File: src/rtl/div_dispatch.sv
// Divide front-end: resolves zero-divisor, signed overflow and cache hits in zero cycles,
// otherwise holds registered operands for the iterative divider core until it completes.
package types;
  typedef enum logic [1:0] {divop_div, divop_divu, divop_rem, divop_remu} rv32_divop;
endpackage

module div_dispatch
  import types::*;
#(
  parameter int unsigned N = 32
) (
  input  logic         i_clk,
  input  logic         i_rst,
  input  logic         i_en,
  input  rv32_divop    i_divop,
  input  logic [N-1:0] i_data_n,
  input  logic [N-1:0] i_data_d,
  output logic [N-1:0] o_data,
  output logic         o_stall,
  output logic         o_div_en,
  output rv32_divop    o_div_divop,
  output logic [N-1:0] o_div_data_n,
  output logic [N-1:0] o_div_data_d,
  input  logic [N-1:0] i_div_data,
  input  logic         i_div_stall
);

  localparam logic [N-1:0] MinNeg = {1'b1, {(N-1){1'b0}}};

  typedef enum logic {StIdle, StBusy} state_e;

  state_e       state_q, state_d;
  logic         seen_busy_q, seen_busy_d;
  logic         capture, cache_we;
  rv32_divop    op_q;
  logic [N-1:0] n_q, d_q;

  logic         c_valid_q, c_signed_q, c_q_valid_q, c_r_valid_q;
  logic [N-1:0] c_n_q, c_d_q, c_q_q, c_r_q;

  logic req_signed, req_quot, is_zero, is_ovf, is_hit, bypass, core_done;
  logic wr_signed, wr_quot, wr_same;

  assign req_signed = (i_divop == divop_div) || (i_divop == divop_rem);
  assign req_quot   = (i_divop == divop_div) || (i_divop == divop_divu);
  assign is_zero    = (i_data_d == '0);
  assign is_ovf     = req_signed && (i_data_n == MinNeg) && (i_data_d == '1);
  assign is_hit     = c_valid_q && (c_signed_q == req_signed) && (c_n_q == i_data_n) &&
                      (c_d_q == i_data_d) && (req_quot ? c_q_valid_q : c_r_valid_q);
  assign bypass     = i_en && (is_zero || is_ovf || is_hit);

  // The core's first non-stall cycle only counts once it has actually been busy.
  assign core_done  = (state_q == StBusy) && i_en && !bypass && seen_busy_q && !i_div_stall;

  assign wr_signed  = (op_q == divop_div) || (op_q == divop_rem);
  assign wr_quot    = (op_q == divop_div) || (op_q == divop_divu);
  assign wr_same    = c_valid_q && (c_signed_q == wr_signed) && (c_n_q == n_q) && (c_d_q == d_q);

  always_ff @(posedge i_clk) begin
    if (i_rst) begin
      state_q     <= StIdle;
      seen_busy_q <= 1'b0;
      op_q        <= divop_div;
      n_q         <= '0;
      d_q         <= '0;
      c_valid_q   <= 1'b0;
      c_signed_q  <= 1'b0;
      c_q_valid_q <= 1'b0;
      c_r_valid_q <= 1'b0;
      c_n_q       <= '0;
      c_d_q       <= '0;
      c_q_q       <= '0;
      c_r_q       <= '0;
    end else begin
      state_q     <= state_d;
      seen_busy_q <= seen_busy_d;
      if (capture) begin
        op_q <= i_divop;
        n_q  <= i_data_n;
        d_q  <= i_data_d;
      end
      if (cache_we) begin
        if (!wr_same) begin
          c_valid_q  <= 1'b1;
          c_signed_q <= wr_signed;
          c_n_q      <= n_q;
          c_d_q      <= d_q;
        end
        if (wr_quot) begin
          c_q_valid_q <= 1'b1;
          c_q_q       <= i_div_data;
          if (!wr_same) c_r_valid_q <= 1'b0;
        end else begin
          c_r_valid_q <= 1'b1;
          c_r_q       <= i_div_data;
          if (!wr_same) c_q_valid_q <= 1'b0;
        end
      end
    end
  end

  always_comb begin
    state_d     = state_q;
    seen_busy_d = seen_busy_q;
    capture     = 1'b0;
    cache_we    = 1'b0;
    unique case (state_q)
      StIdle: begin
        if (i_en && !bypass) begin
          state_d     = StBusy;
          capture     = 1'b1;
          seen_busy_d = 1'b0;
        end
      end
      StBusy: begin
        if (!i_en || bypass) begin
          state_d = StIdle;
        end else if (core_done) begin
          state_d  = StIdle;
          cache_we = 1'b1;
        end else if (i_div_stall) begin
          seen_busy_d = 1'b1;
        end
      end
    endcase
  end

  always_comb begin
    o_data   = '0;
    o_stall  = i_en && !bypass && !core_done;
    o_div_en = (state_q == StBusy) && i_en && !bypass && !i_rst;
    if (i_en) begin
      if (is_zero)     o_data = req_quot ? '1 : i_data_n;
      else if (is_ovf) o_data = req_quot ? i_data_n : '0;
      else if (is_hit) o_data = req_quot ? c_q_q : c_r_q;
      else if (core_done) o_data = i_div_data;
    end
  end

  assign o_div_divop  = op_q;
  assign o_div_data_n = n_q;
  assign o_div_data_d = d_q;

endmodule

File: config.mk
export PLATFORM = sky130hd
export DESIGN_NAME = div_dispatch
export DESIGN_NICKNAME = d
export VERILOG_FILES = /design/src/rtl/div_dispatch.sv
export SDC_FILE = /design/constraint.sdc
export NUM_CORES = 1
export LEC_CHECK = 0
export CORE_MARGIN = 1.5
export CORE_UTILIZATION = 50
export CTS_BUF_LIST = sky130_fd_sc_hd__clkbuf_8
export DETAILED_ROUTE_END_ITERATION = 7
export DONT_BUFFER_PORTS = 1
export HOLD_SLACK_MARGIN = 0.02
export PLACE_DENSITY = 0.75
export SLEW_MARGIN = 20
export SYNTH_ARGS = -nofsm -noshare
export SYNTH_HDL_FRONTEND = slang
export SYNTH_SLANG_ARGS = --single-unit
File: constraint.sdc
create_clock -name i_clk -period 3.6 [get_ports i_clk]
set_input_delay 0.36 -clock i_clk [delete_from_list [all_inputs] [get_ports i_clk]]
set_output_delay 0.36 -clock i_clk [all_outputs]
set_load 0.02 [all_outputs]
==> results.py <==
metrics = {
    "status": {
        "outcome": "completed",
    },
    "global_route": {
        "gr-total-overflow": 0,
        "grt.total_usage": 0.350,
        "wire_length_of_the_first_global_routing_pass_um": 58700,
        "grt_pass1_vias": 9820,
        "antenna_found_initial": 1,
        "largest_net_degree_at_the_start_of_global_routing": 127,
    },
    "layout": {
        "most_frequent_standard_cell_in_the_layout_excluding_fill_and_tap_cells": "sky130_fd_sc_hd__nand2_1",
        "layout-drive-gt1-share": 0.116,
        "most-common-layout-cells": "sky130_fd_sc_hd__nand2_1 (287), sky130_fd_sc_hd__dfxtp_1 (200), sky130_fd_sc_hd__mux2i_1 (144)",
        "layout.filler_cells": 1834,
        "num-nets-final": 1426,
        "flow.area_growth_from_synthesis_pct": 14.8,
    },
    "die": {
        "floorplan.core_area_mm2": 0.0212,
        "std_cell_rows": 53,
        "die_y_um": 150,
        "initial_core_utilization": 0.512,
        "die_area_mm2": 0.0226,
        "die_x_um": 150,
        "io_pins": 202,
    },
    "pwr": {
        "power_w": 0.00426,
        "cellPowerDensity_mw_per_mm2": 343,
        "total_switching_power_w": 0.00128,
        "comb_power_share": 0.108,
        "power.sequential.fraction": 0.561,
        "irDropWorstVdd_mv": 0.312,
        "p_int_w": 0.00298,
        "power.leakage_nw": 4.92,
        "power.clock.fraction": 0.330,
        "power.share.switching": 0.301,
    },
    "logic_synthesis": {
        "synthesis.area_per_instance_um2": 8.55,
        "synth_simple_gate_area_frac": 0.236,
        "post_synth_xor_area_fraction": 0.0768,
        "synth_nets": 1370,
        "ys_seq_elements": 200,
        "synth.lib_cells_used.distinct": 56,
        "synthCells": 1268,
        "async_flop_share": 0,
        "synth_compound_gate_area_share": 0.101,
        "seq_area_frac_synth": 0.369,
        "synth_mux_area_frac": 0.167,
        "synth_top_family_by_area": "simple AND/OR/NAND/NOR gates",
        "synth-main-ff-cell": "sky130_fd_sc_hd__dfxtp_1",
        "synthesis.area_mm2": 0.0108,
        "synthAdderAreaFrac": 0,
        "yosysWarningCount": 0,
        "synth_edf_count": 0,
    },
    "drt": {
        "remaining_drc_errors": 0,
        "detailedRoute.firstIterationViolations": 1136,
        "vias_per_cell": 6.42,
        "drtAntennaViolNets": 0,
        "wl_um": 40000,
        "first_pass_iters": 7,
        "wire_per_inst_um": 24.8,
        "routed_vias": 10300,
    },
    "setup_path": {
        "worst-path-max-fanout": 19,
        "startpoint_type": "flop",
        "startpoint": "state_q$_SDFF_PP0_",
        "critPathKind": "reg2out",
        "crit_path_end_kind": "output port",
        "r2r_cells": 7,
        "crit_arrival_ns": 3.12,
        "reg2reg_setup_slack_ns": 0.63,
        "worst_ep_required_time_ns": 3.24,
        "r2r-start": "o_div_data_d[1]$_SDFFE_PP0P_",
        "worst_flop_to_flop_path_endpoint": "c_n_q[20]$_SDFFE_PP0P_",
        "cp-endpoint": "o_data[1]",
    },
    "timing": {
        "max_clock_freq_ghz": 0.287,
        "worst_pin_slew_ns": 1.15,
        "relSlewSlack": 0.226,
        "timing.final.max_slew_violations": 0,
        "finalCritPeriodShare": 0.968,
        "finalHoldViolations": 0,
        "final_period_minus_worst_setup_slack_ns": 3.48,
        "setup_repair_after_global_routing_missed_its_margin": "no",
        "setup_violations": 0,
        "timing.setup.tns_ns": 0,
        "fin_worst_skew_ns": 0.0246,
    },
    "clock_tree": {
        "cts_tree": "done",
        "cts_post_setup_buffers_inserted": 0,
        "max-clock-path-buffers": 2,
        "insertion_delay_ns": 0.50,
        "htree_levels": 4,
        "total_clock_sinks": 200,
        "tritoncts_buffer_count": 17,
        "clk_root_buffer_cell": "sky130_fd_sc_hd__clkbuf_8",
        "clk_transition_reported_paths_ns": 0.11,
    },
    "placed_design": {
        "dpl.hpwl_um": 28100,
        "gpl.final_weighted_congestion": 1.05,
        "portBuffers": 0,
    },
    "min_path": {
        "timing.hold.worst.class": "in2reg",
        "hp-start": "i_div_data[11]",
    },
    "run": {
        "maxCapViolations": 0,
    },
}
## worst max-delay path, stage by stage (launching register included)
cell and delay, ns:
sky130_fd_sc_hd__dfxtp_1 0.36, sky130_fd_sc_hd__nand2_1 0.06, sky130_fd_sc_hd__nor2_1 0.23, sky130_fd_sc_hd__nand2_1 0.12
sky130_fd_sc_hd__nor3_2 0.87, sky130_fd_sc_hd__buf_4 0.40, sky130_fd_sc_hd__nand3_1 0.11, sky130_fd_sc_hd__a31oi_1 0.26
sky130_fd_sc_hd__buf_4 0.19
## cells by family after synthesis
group,Yosys count
simple gates,519
flops,200
buf+inv,124
mux,177
xor+xnor,95
compound gates,153
## flip-flops by register name, summed over array words and instances, names as in the netlist, 2 cells and up
name / cells
o_div_divop: 2
c_q_q: 32
o_div_data_d: 32
c_d_q: 32
o_div_data_n: 32
c_r_q: 32
c_n_q: 32
## power groups by stage
stage                     Combinational [W]  Sequential, W  Clock (W)
after floorplan                    0.000292        0.00241          0
after global placement             0.000368        0.00244          0
after detailed placement           0.000371        0.00244          0
after CTS                          0.000445        0.00239    0.00140
after global routing               0.000488        0.00240    0.00148
final                              0.000462        0.00239    0.00141
## layout make-up
class / instances / area, um^2 / area share
Antenna cell: 1 / 2.50 / 0.000201
Multi-Input combinational cell: 944 / 6340 / 0.510
Timing Repair Buffer: 132 / 1270 / 0.102
Sequential cell: 200 / 4000 / 0.322
Inverter: 29 / 116 / 0.00936
Tap cell: 275 / 344 / 0.0277
Clock buffer: 18 / 248 / 0.0199
Clock inverter: 13 / 113 / 0.00906
## per-stage QoR
step	cell area [um^2]	std cells	hold WS, ns	util	setup slack, ns
floorplan	10800	1268	0.432	-	0.856
global placement	11300	1505	0.433	0.534	0.561
detailed placement	11300	1505	0.435	0.534	0.468
CTS	12400	1608	0.0200	0.585	0.0877
global route	12400	1611	0.0217	0.588	0.00261
finish	12400	1612	0.0263	0.588	0.115
## how the worst min path moves through the flow
stage	endpoint	slack [ns]	cells past startpoint
6_report	c_r_q[11]$_SDFFE_PP0P_	0.03	2
4_1_cts	c_r_q[11]$_SDFFE_PP0P_	0.02	2
3_5_place_dp	c_r_valid_q$_SDFFE_PP0P_	0.43	1
5_1_grt	c_q_q[11]$_SDFFE_PP0P_	0.02	2
2_1_floorplan	c_q_q[0]$_SDFFE_PP0P_	0.43	2
3_3_place_gp	c_r_valid_q$_SDFFE_PP0P_	0.43	1
## synthesized netlist by cell type (all sizes together) (30+ instances only)
master / n / area [um^2]
xor2: 61 / 534
buf: 30 / 186
nand3: 37 / 185
mux2: 33 / 372
a31o: 52 / 455
mux2i: 144 / 1440
xnor2: 34 / 298
nor4: 95 / 624
nand2: 287 / 1080
a31oi: 31 / 194
dfxtp: 200 / 4000
clkbuf: 65 / 244
o21ai: 33 / 165
## repair_timing
| item | 4_1_cts | 5_1_grt |
|---|---|---|
| endpoints found under the hold margin | 79 | 4 |
| hold buffers | 72 | 3 |
| resized for setup | 0 | 3 |
| endpoints found under the setup margin | 0 | 32 |
## per-layer routing
| layer | vias up | routed length [um] | GRT usage |
|---|---|---|---|
| li1 | 4650 | - | - |
| met1 | 4967 | 16100 | 0.445 |
| met2 | 590 | 17400 | 0.526 |
| met3 | 137 | 4120 | 0.100 |
| met4 | 0 | 2440 | 0.203 |
| met5 | - | 0 | 0 |
Power figures use the tool's default switching activity.
